===== src/rtl/mem_tg_pkg.sv =====
// Shared types and helpers for the RAM traffic generator: FSM state encoding,
// error counter sizing and the deterministic data pattern.
package mem_tg_pkg;

   typedef enum logic [2:0] {IDLE, WRITE, TURN, READ, DRAIN, DONE} state_t;

   localparam int unsigned ERR_CNT_W = 16;
   localparam logic [ERR_CNT_W-1:0] ERR_CNT_MAX = '1;

   // Pattern arithmetic runs wide; callers truncate to their bus width, which gives the wrap.
   localparam int unsigned PAT_W = 64;

   function automatic logic [PAT_W-1:0] pat_data(input logic [PAT_W-1:0] seed,
                                                 input logic [PAT_W-1:0] idx);
      return seed + idx;
   endfunction

endpackage


===== src/rtl/mem_tg_if.sv =====
// Single-port RAM bus (read_write/address/data/cs/oe) as seen by the traffic generator.
// Bus rule: cs qualifies every cycle; read_write=1 writes wr_data, read_write=0 with oe=1 reads, and
// rd_data carries the addressed word exactly one cycle after the read cycle (no back-pressure).
interface mem_tg_if #(
   parameter int unsigned DATA_WIDTH    = 8,
   parameter int unsigned ADDRESS_WIDTH = 30
) ();
   logic                     read_write;
   logic [ADDRESS_WIDTH-1:0] address;
   logic [DATA_WIDTH-1:0]    wr_data;
   logic                     cs;
   logic                     oe;
   logic [DATA_WIDTH-1:0]    rd_data;

   modport master (output read_write, address, wr_data, cs, oe, input rd_data);
   modport slave  (input read_write, address, wr_data, cs, oe, output rd_data);
endinterface


===== src/rtl/mem_tg_pattern.sv =====
// Combinational address/data generator for word index idx of the test window.
module mem_tg_pattern
   import mem_tg_pkg::*;
#(
   parameter int unsigned DATA_WIDTH    = 8,
   parameter int unsigned ADDRESS_WIDTH = 30,
   parameter int unsigned IDX_W         = 4,
   parameter logic [ADDRESS_WIDTH-1:0] BASE_ADDR = '0
) (
   input  logic [DATA_WIDTH-1:0]    seed,
   input  logic [IDX_W-1:0]         idx,
   output logic [ADDRESS_WIDTH-1:0] addr,
   output logic [DATA_WIDTH-1:0]    data
);
   assign addr = BASE_ADDR + ADDRESS_WIDTH'(idx);
   assign data = DATA_WIDTH'(pat_data(PAT_W'(seed), PAT_W'(idx)));
endmodule


===== src/rtl/mem_traffic_gen.sv =====
// RAM traffic generator: writes NUM_WORDS pattern words, reads them back and counts mismatches.
// Optional MEM_TRAFFIC_GEN_ERR_INJECT_EN adds inject_err, which corrupts bit 0 of word 0 on write.
module mem_traffic_gen
   import mem_tg_pkg::*;
#(
   parameter int unsigned DATA_WIDTH    = 8,
   parameter int unsigned ADDRESS_WIDTH = 30,
   parameter logic [ADDRESS_WIDTH-1:0] BASE_ADDR = '0,
   parameter int unsigned NUM_WORDS     = 16
) (
   input  logic                     clk,
   input  logic                     rst,
   input  logic                     start,
   input  logic [DATA_WIDTH-1:0]    seed,
`ifdef MEM_TRAFFIC_GEN_ERR_INJECT_EN
   input  logic                     inject_err,
`endif
   mem_tg_if.master                 bus,
   output logic                     busy,
   output logic                     done,
   output logic [ERR_CNT_W-1:0]     error_count,
   output logic [ADDRESS_WIDTH-1:0] first_err_addr,
   output state_t                   dbg_state
);
   localparam int unsigned IDX_W = (NUM_WORDS > 1) ? $clog2(NUM_WORDS) : 1;
   localparam logic [IDX_W-1:0] LAST_IDX = IDX_W'(NUM_WORDS - 1);

   state_t                   state_q, state_d;
   logic [IDX_W-1:0]         idx_q, idx_d;
   logic [DATA_WIDTH-1:0]    seed_q, seed_d;
   logic                     rd_vld_q, rd_vld_d;
   logic [IDX_W-1:0]         rd_idx_q, rd_idx_d;
   logic [ERR_CNT_W-1:0]     err_cnt_q, err_cnt_d;
   logic [ADDRESS_WIDTH-1:0] first_err_q, first_err_d;

   logic                     cs_q, cs_d;
   logic                     oe_q, oe_d;
   logic                     rw_q, rw_d;
   logic [ADDRESS_WIDTH-1:0] address_q, address_d;
   logic [DATA_WIDTH-1:0]    wr_data_q, wr_data_d;
   logic                     busy_q, busy_d;
   logic                     done_q, done_d;

   logic                     accept;
   logic                     corrupt;
   logic                     mismatch;
   logic [ADDRESS_WIDTH-1:0] wr_addr, exp_addr;
   logic [DATA_WIDTH-1:0]    wr_pat, exp_data;

   assign accept = (state_q == IDLE) && start;

`ifdef MEM_TRAFFIC_GEN_ERR_INJECT_EN
   logic inject_q, inject_d;
   assign inject_d = accept ? inject_err : inject_q;
   assign corrupt  = inject_d && (idx_d == '0);
   always_ff @(posedge clk or posedge rst) begin
      if (rst) inject_q <= 1'b0;
      else     inject_q <= inject_d;
   end
`else
   assign corrupt = 1'b0;
`endif

   // Write stream follows the next index so the bus flops line up with the state register.
   mem_tg_pattern #(
      .DATA_WIDTH(DATA_WIDTH), .ADDRESS_WIDTH(ADDRESS_WIDTH), .IDX_W(IDX_W), .BASE_ADDR(BASE_ADDR)
   ) u_wr_pat (
      .seed(seed_d), .idx(idx_d), .addr(wr_addr), .data(wr_pat)
   );

   // Expected stream trails by one cycle, matching the RAM read latency.
   mem_tg_pattern #(
      .DATA_WIDTH(DATA_WIDTH), .ADDRESS_WIDTH(ADDRESS_WIDTH), .IDX_W(IDX_W), .BASE_ADDR(BASE_ADDR)
   ) u_exp_pat (
      .seed(seed_q), .idx(rd_idx_q), .addr(exp_addr), .data(exp_data)
   );

   // State register
   always_ff @(posedge clk or posedge rst) begin
      if (rst) begin
         state_q <= IDLE;
         idx_q   <= '0;
      end else begin
         state_q <= state_d;
         idx_q   <= idx_d;
      end
   end

   // Next-state logic
   always_comb begin
      state_d = state_q;
      idx_d   = idx_q;
      unique case (state_q)
         IDLE: if (start) begin
            state_d = WRITE;
            idx_d   = '0;
         end
         WRITE: begin
            if (idx_q == LAST_IDX) begin
               state_d = TURN;
               idx_d   = '0;
            end else begin
               idx_d = idx_q + IDX_W'(1);
            end
         end
         TURN: begin
            state_d = READ;
            idx_d   = '0;
         end
         READ: begin
            if (idx_q == LAST_IDX) state_d = DRAIN;
            else                   idx_d   = idx_q + IDX_W'(1);
         end
         DRAIN:   state_d = DONE;
         DONE:    state_d = IDLE;
         default: state_d = IDLE;
      endcase
   end

   // Output logic: decoded from the next state so every bus output is a flop.
   always_comb begin
      cs_d      = 1'b0;
      oe_d      = 1'b0;
      rw_d      = 1'b0;
      address_d = '0;
      wr_data_d = '0;
      done_d    = (state_d == DONE);
      busy_d    = (state_d != IDLE);
      case (state_d)
         WRITE: begin
            cs_d      = 1'b1;
            rw_d      = 1'b1;
            address_d = wr_addr;
            wr_data_d = {wr_pat[DATA_WIDTH-1:1], wr_pat[0] ^ corrupt};
         end
         READ: begin
            cs_d      = 1'b1;
            oe_d      = 1'b1;
            address_d = wr_addr;
         end
         default: ;
      endcase
   end

   // Read-back checking
   assign mismatch = rd_vld_q && (bus.rd_data != exp_data);

   always_comb begin
      seed_d      = accept ? seed : seed_q;
      rd_vld_d    = (state_q == READ);
      rd_idx_d    = idx_q;
      err_cnt_d   = err_cnt_q;
      first_err_d = first_err_q;
      if (accept) begin
         err_cnt_d   = '0;
         first_err_d = '0;
      end else if (mismatch) begin
         if (err_cnt_q != ERR_CNT_MAX) err_cnt_d = err_cnt_q + ERR_CNT_W'(1);
         if (err_cnt_q == '0)          first_err_d = exp_addr;
      end
   end

   always_ff @(posedge clk or posedge rst) begin
      if (rst) begin
         seed_q      <= '0;
         rd_vld_q    <= 1'b0;
         rd_idx_q    <= '0;
         err_cnt_q   <= '0;
         first_err_q <= '0;
         cs_q        <= 1'b0;
         oe_q        <= 1'b0;
         rw_q        <= 1'b0;
         address_q   <= '0;
         wr_data_q   <= '0;
         busy_q      <= 1'b0;
         done_q      <= 1'b0;
      end else begin
         seed_q      <= seed_d;
         rd_vld_q    <= rd_vld_d;
         rd_idx_q    <= rd_idx_d;
         err_cnt_q   <= err_cnt_d;
         first_err_q <= first_err_d;
         cs_q        <= cs_d;
         oe_q        <= oe_d;
         rw_q        <= rw_d;
         address_q   <= address_d;
         wr_data_q   <= wr_data_d;
         busy_q      <= busy_d;
         done_q      <= done_d;
      end
   end

   assign bus.cs         = cs_q;
   assign bus.oe         = oe_q;
   assign bus.read_write = rw_q;
   assign bus.address    = address_q;
   assign bus.wr_data    = wr_data_q;
   assign busy           = busy_q;
   assign done           = done_q;
   assign error_count    = err_cnt_q;
   assign first_err_addr = first_err_q;
   assign dbg_state      = state_q;

endmodule

===== src/flat_wrapper.sv =====
// flat-port wrapper written by rule: the top's interface ports become plain ports
module mem_traffic_gen_flat import mem_tg_pkg::*;
#(
   parameter int unsigned DATA_WIDTH    = 8,
   parameter int unsigned ADDRESS_WIDTH = 30,
   parameter logic [ADDRESS_WIDTH-1:0] BASE_ADDR = '0,
   parameter int unsigned NUM_WORDS     = 16
)
  (clk, rst, start, seed, busy, done, error_count, first_err_addr, dbg_state, bus_read_write, bus_address, bus_wr_data, bus_cs, bus_oe, bus_rd_data);
  mem_tg_if #(.DATA_WIDTH(DATA_WIDTH), .ADDRESS_WIDTH(ADDRESS_WIDTH)) bus_i ();
  input  logic clk;
  input  logic rst;
  input  logic start;
  input  logic [DATA_WIDTH-1:0] seed;
  output logic busy;
  output logic done;
  output logic [ERR_CNT_W-1:0] error_count;
  output logic [ADDRESS_WIDTH-1:0] first_err_addr;
  output state_t dbg_state;
  output wire logic [$bits(bus_i.read_write)-1:0] bus_read_write;
  output wire logic [$bits(bus_i.address)-1:0] bus_address;
  output wire logic [$bits(bus_i.wr_data)-1:0] bus_wr_data;
  output wire logic [$bits(bus_i.cs)-1:0] bus_cs;
  output wire logic [$bits(bus_i.oe)-1:0] bus_oe;
  input wire logic [$bits(bus_i.rd_data)-1:0] bus_rd_data;
  assign bus_read_write = bus_i.read_write;
  assign bus_address = bus_i.address;
  assign bus_wr_data = bus_i.wr_data;
  assign bus_cs = bus_i.cs;
  assign bus_oe = bus_i.oe;
  assign bus_i.rd_data = bus_rd_data;
  mem_traffic_gen #(.DATA_WIDTH(DATA_WIDTH), .ADDRESS_WIDTH(ADDRESS_WIDTH), .BASE_ADDR(BASE_ADDR), .NUM_WORDS(NUM_WORDS)) u_core (.clk(clk), .rst(rst), .start(start), .seed(seed), .bus(bus_i), .busy(busy), .done(done), .error_count(error_count), .first_err_addr(first_err_addr), .dbg_state(dbg_state));
endmodule

===== config.mk =====
export PLATFORM = sky130hd
export DESIGN_NAME = mem_traffic_gen_flat
export DESIGN_NICKNAME = d
export VERILOG_FILES = /design/src/rtl/mem_tg_pkg.sv /design/src/rtl/mem_tg_if.sv /design/src/rtl/mem_tg_pattern.sv /design/src/rtl/mem_traffic_gen.sv /design/src/flat_wrapper.sv
export SDC_FILE = /design/constraint.sdc
export NUM_CORES = 1
export LEC_CHECK = 0
export CAP_MARGIN = 20
export CORE_AREA = 8 8 76 127
export CTS_BUF_LIST = sky130_fd_sc_hd__clkbuf_8 sky130_fd_sc_hd__clkbuf_16
export CTS_CLUSTER_DIAMETER = 150
export DETAILED_ROUTE_END_ITERATION = 8
export DIE_AREA = 0 0 84 135
export PLACE_DENSITY = 0.75
export SYNTH_ARGS = -nofsm -noshare
export SYNTH_HDL_FRONTEND = slang
export SYNTH_SLANG_ARGS = --single-unit

===== constraint.sdc =====
create_clock -name clk -period 3.25 [get_ports clk]
set_input_delay 0.65 -clock clk [delete_from_list [all_inputs] [get_ports clk]]
set_output_delay 0.65 -clock clk [all_outputs]
set_load 0.02 [all_outputs]

==> impl_metrics.tcl, run 1 <==
set metrics [dict create \
    startpoint_type "input pin" \
    crit_type "in2reg" \
    postCtsSetupBuffers 0 \
    cp-startpoint "start" \
    yosys.cell_count.top_type "dfrtp_1" \
    synth_top_cells_by_area "dfrtp_1 40%, buf_4 11%, ha_1 4.2%, nand2_1 4.2%, xnor2_1 2.7%" \
    place_congestion 0.875 \
    hold_path_class "reg2reg" \
    dieArea_mm2 0.0113 \
    cts_sinks 57 \
    layout.cells.non_filler 535 \
    syn_inst 372 \
    peakVddDrop_mv 0.443 \
    ys_top_cells_by_count "57 x dfrtp_1, 54 x buf_4, 40 x nand2_1" \
    grt_usage 0.159 \
    power_density_mw_per_mm2 1080 \
    layout-drive-gt1-share 0.137 \
    syn-cell-area_mm2 0.00359 \
    sequential_cell_area_mm2 0.00143 \
    power.leakage_uw 0.00205 \
    num-nets-final 474 \
    period_needed_ns 3.13 \
    boundaryPins 111 \
    port_buffers 58 \
    cts_tree "done" \
    yosysTopAreaCell "dfrtp_1" \
    clk_latency_ns 0.33 \
    fill_cells 713 \
    clkSlewWorstSetupHoldPaths_ns 0.05 \
    wire_per_inst_um 16.4 \
    postLayoutCoreUtil 0.560 \
    status "complete, no violations" \
    ys_warn_count 0 \
    slew_violations 0 \
    ys_async_sr_fraction 1.00 \
    core_mm2 0.00791 \
    place_hpwl_um 6630 \
    crit_slowest_cell "or4b_2" \
    hold_violations 0 \
    setup_tns_ns 0 \
    cp.required_ns 3.43 \
    avgSynthCellArea_um2 9.65 \
    num_rows 43 \
    worst-path-max-fanout 4 \
    synth_cell_types 53 \
    finalClockSkew_ns 0.00416 \
    grt_pass1_vias 2984 \
    grt_first_pass_wirelength_um 14400 \
    yosysSeqAreaShare 0.397 \
    drtIter0Drc 144 \
    first_pass_iters 4 \
    cpPeakStageDelay_ns 0.69 \
    cts_max_path_buffers 2 \
    critPathArrivalTime_ns 3.31 \
    synth_edf_count 0 \
    crit_path_cell_trace "clkdlybuf4s50_1, or4b_2, nand2_1, nand2_1, ha_1, inv_1, fa_1, inv_1, a21o_1, a21oi_1, buf_4, xnor2_1, nor2_1" \
    synth_top_cell_area_share 0.397 \
    max-slew-margin-rel 0.501 \
    ant_nets 0 \
    multi_input_area_mm2 0.00183 \
    cts_root_buffer "clkbuf_16" \
    maxCapViolCount 0 \
    area_growth_pct 23.4 \
    p_total_uw 4810 \
    drc 0 \
    synth_ff_type "dfrtp_1" \
    antenna_found_initial 0 \
    tightest_slew_ns 0.745 \
    num_vias 2818 \
    place_inst 520 \
    synth_seq_cells 57 \
    grt_max_degree 32 \
    die_w_um 84 \
    worstHoldStart "u_core.idx_q[1]" \
    htree_levels 3 \
    finalSetupViolCount 0 \
    antennaDiodeCount 0 \
    finalCritPeriodShare 0.964 \
    cts_buffers 9 \
    timing.rr.start "u_core.idx_q[0]" \
    start_util 0.454 \
    fmax_ghz 0.319 \
    die_height_um 135 \
    end_kind "flop" \
    drt_wl_total_um 8780 \
    grt-ovfl-total 0 \
    viasPerCell 5.27 \
]
power by group:
| part | internal (uW) | leakage (uW) | total, uW | switching, uW |
|---|---|---|---|---|
| combinational | 1160 | 0.00118 | 2520 | 1360 |
| clock | 623 | 0.000153 | 930 | 307 |
| sequential | 1030 | 0.000716 | 1360 | 331 |
kinds of logic (layout without fill, tap and decap cells):
kind of cell,count (synthesis),count (layout),synth area share
other cells,1,52,0.00104
xor+xnor,18,18,0.0439
simple gates,136,136,0.212
fa+ha+maj,14,14,0.0530
flops,57,57,0.397
mux,10,10,0.0282
buf+inv,81,103,0.150
compound gates,55,55,0.115
flip-flops by register name, indices dropped and copies added, names as in the netlist, 3 cells and up:
signal                 count
u_core.bus.address         4
u_core.bus.wr_data         8
u_core.dbg_state           3
u_core.error_count        16
u_core.first_err_addr      4
u_core.idx_q               4
u_core.rd_idx_q            4
u_core.seed_q              8
layout make-up:
cell class / instances / share of cell area
clock inverter: 4 / 0.00988
sequential: 57 / 0.322
timing repair buffer: 74 / 0.161
inverter: 14 / 0.0119
tap: 90 / 0.0254
clock buffer: 11 / 0.0570
multi-input combinational: 285 / 0.413
worst max-delay path, delay by kind of cell:
family	cells	cell delay, ns
AND/OR/NAND/NOR	4	0.93
buffers and inverters	4	0.82
AO/OA/AOI/OAI	2	0.42
adder cells (fa/ha/maj)	2	0.38
XOR/XNOR	1	0.11
metal layers:
| metal | vias up | wire, um | global-route usage |
|---|---|---|---|
| met5 | - | 0 | 0 |
| met4 | 0 | 303 | 0.0898 |
| met3 | 27 | 463 | 0.0501 |
| met2 | 108 | 4980 | 0.289 |
| met1 | 1353 | 3040 | 0.152 |
| li1 | 1330 | - | - |
what timing repair did:
item,4_1_cts,5_1_grt
endpoints found under the hold margin,0,0
resized for setup,0,1
setup endpoints to repair,0,1
hold buffers,0,0
final timing paths:
| kind | slack (ns) | to | cells past startpoint |
|---|---|---|---|
| setup / recovery | 0.12 | u_core.bus.wr_data[4] | 13 |
| hold / removal | 0.46 | u_core.rd_idx_q[1] | 0 |
| setup reg to reg | 0.22 | u_core.bus.wr_data[4] | 15 |
| hold reg to reg | 0.46 | u_core.rd_idx_q[1] | 0 |
| max in group asynchronous | 1.90 | u_core.bus.wr_data[6] | 3 |
| min in group asynchronous | 0.67 | u_core.bus.oe | 2 |
cells in the final DEF, fill, tap and decap left out, drive strengths merged, types with 2 or more instances in the layout:
cell type      netlist  layout
nor2                18      18
or4                  7       7
nand4               10      10
xnor2               11      11
nand2               40      40
a21o                 6       6
and2                11      11
clkinv               0       2
a22o                 3       3
clkdlybuf4s50        0      58
nor4b                2       2
or4b                 2       2
clkbuf               8      11
a211oi               3       3
and4                 3       3
buf                 59      16
ha                  12      12
a21oi               18      18
mux2i                9       9
inv                 14      15
nor2b                2       2
nor4                 6       6
xor2                 7       7
o211ai               4       4
dfrtp               57      57
and3                 8       8
o21ai               13      13
conb                 1      52
o31ai                3       3
nor3                 2       2
nand3               11      11
fa                   2       2
or3                 10      10
per-stage QoR:
step	area (um^2)	setup WS, ns	hold WS, ns
detailed placement	4130	-0.170	0.439
CTS	4430	0.133	0.454
global route	4430	-0.0111	0.479
floorplan	3780	0.128	0.398
global placement	4130	-0.0439	0.441
finish	4430	0.118	0.456
Power figures use the tool's default switching activity.
==> run 2: changes to the inputs <==
--- a/config.mk
+++ b/config.mk
@@ -12,6 +12,7 @@
 export DETAILED_ROUTE_END_ITERATION = 8
 export DIE_AREA = 0 0 84 135
 export PLACE_DENSITY = 0.75
+export SKIP_CTS_REPAIR_TIMING = 1
 export SYNTH_ARGS = -nofsm -noshare
 export SYNTH_HDL_FRONTEND = slang
 export SYNTH_SLANG_ARGS = --single-unit
==> results of run 2 <==
Final layout, timing and power as in run 1 (identical DEF).
==> run 3: changes to the inputs <==
--- a/config.mk
+++ b/config.mk
@@ -11,7 +11,7 @@
 export CTS_CLUSTER_DIAMETER = 150
 export DETAILED_ROUTE_END_ITERATION = 8
 export DIE_AREA = 0 0 84 135
-export PLACE_DENSITY = 0.75
+export PLACE_DENSITY_LB_ADDON = 0.25
 export SKIP_CTS_REPAIR_TIMING = 1
 export SYNTH_ARGS = -nofsm -noshare
 export SYNTH_HDL_FRONTEND = slang
==> impl_metrics.tcl, run 3 (synthesis gave the netlist of run 1 again) <==
set metrics [dict create \
    status "complete, no violations" \
    crit_slowest_cell "or4b_2" \
    antennaDiodeCount 0 \
    port_buffers 58 \
    power_density_mw_per_mm2 1070 \
    hold_path_class "reg2reg" \
    htree_levels 3 \
    postLayoutCoreUtil 0.562 \
    cts_tree "done" \
    dieArea_mm2 0.0113 \
    power.leakage_uw 0.00206 \
    core_mm2 0.00791 \
    drtIter0Drc 112 \
    p_total_uw 4760 \
    critPathTopFamily "simple AND/OR/NAND/NOR gates" \
    grt-ovfl-total 0 \
    critPathArrivalTime_ns 3.21 \
    finalSetupViolCount 0 \
    wire_per_inst_um 16.1 \
    crit_path_cell_trace "clkdlybuf4s50_1, or4b_2, nand2_1, nand2_1, ha_1, inv_1, fa_1, inv_1, a21o_1, a21oi_1, nor3_1, xnor2_1, nor2_1" \
    boundaryPins 111 \
    rsz0062_at_grt "no" \
    area_growth_pct 23.9 \
    drc 0 \
    grt_pass1_vias 3006 \
    tightest_slew_ns 0.713 \
    cpPeakStageDelay_ns 0.68 \
    clkSlewWorstSetupHoldPaths_ns 0.05 \
    startpoint_type "input pin" \
    viasPerCell 5.19 \
    die_height_um 135 \
    num_vias 2800 \
    num-nets-final 477 \
    slew_violations 0 \
    cts_buffers 9 \
    largest_reg_flops 16 \
    cts_sinks 57 \
    die_w_um 84 \
    hold_violations 0 \
    cts_max_path_buffers 2 \
    maxCapViolCount 0 \
    max-slew-margin-rel 0.523 \
    period_needed_ns 3.03 \
    cp.required_ns 3.42 \
    critPathBufInv 3 \
    ant_nets 0 \
    final_cell_mix "58 x clkdlybuf4s50_1, 57 x dfrtp_1, 52 x conb_1" \
    finalClockSkew_ns 0.00647 \
    final_common_cell "clkdlybuf4s50_1" \
    peakVddDrop_mv 0.593 \
    grt_max_degree 32 \
    antenna_found_initial 0 \
    final_area_mm2 0.00445 \
    clk_latency_ns 0.32 \
    holdWs_ns 0.470 \
    num_rows 43 \
    grt_usage 0.155 \
    place_hpwl_um 6810 \
    place_congestion 0.869 \
    cts_root_buffer "clkbuf_16" \
    first_pass_iters 6 \
    place_area_mm2 0.00414 \
    drt_wl_total_um 8680 \
    layout-drive-gt1-share 0.143 \
    setup_tns_ns 0 \
    crit_type "in2reg" \
    finalCritPeriodShare 0.933 \
    start_util 0.454 \
    fmax_ghz 0.330 \
    grt_first_pass_wirelength_um 14200 \
    worst-path-max-fanout 4 \
    end_kind "flop" \
]
[run 3: worst paths after layout]
path / from / to / slack [ns] / cells past startpoint
max: start / u_core.bus.wr_data[6] / 0.22 / 13
min: u_core.idx_q[1] / u_core.rd_idx_q[1] / 0.47 / 0
max reg2reg: u_core.idx_q[0] / u_core.bus.wr_data[6] / 0.33 / 15
min reg2reg: u_core.idx_q[1] / u_core.rd_idx_q[1] / 0.47 / 0
max in group asynchronous: rst / u_core.first_err_addr[2] / 1.97 / 3
min in group asynchronous: rst / u_core.error_count[2] / 0.62 / 2
[run 3: metrics by stage]
stage / setup WS, ns / std cells
floorplan: 0.128 / 423
global placement: -0.0504 / 523
detailed placement: -0.109 / 523
CTS: 0.216 / 539
global route: 0.0446 / 539
finish: 0.217 / 539
[run 3: routing by layer]
metal,track usage,part of all wire
met5,0,0
met4,0.0820,0.027
met3,0.0440,0.054
met2,0.287,0.55
met1,0.149,0.36
[run 3: layout make-up]
| type | count | area (um^2) |
|---|---|---|
| clock buffers | 11 | 253 |
| clock inverters | 5 | 55.1 |
| fillers | 740 | 3460 |
| inverters | 14 | 52.6 |
| multi-input cells | 285 | 1830 |
| flip-flops and latches | 57 | 1430 |
| well taps | 90 | 113 |
| repair buffers | 77 | 723 |
[run 3: power by group]
| group | internal, uW | switching, uW | total (uW) |
|---|---|---|---|
| Clock | 630 | 309 | 940 |
| Combinational | 1160 | 1300 | 2460 |
| Sequential | 1030 | 333 | 1360 |
| Total | 2820 | 1940 | 4760 |
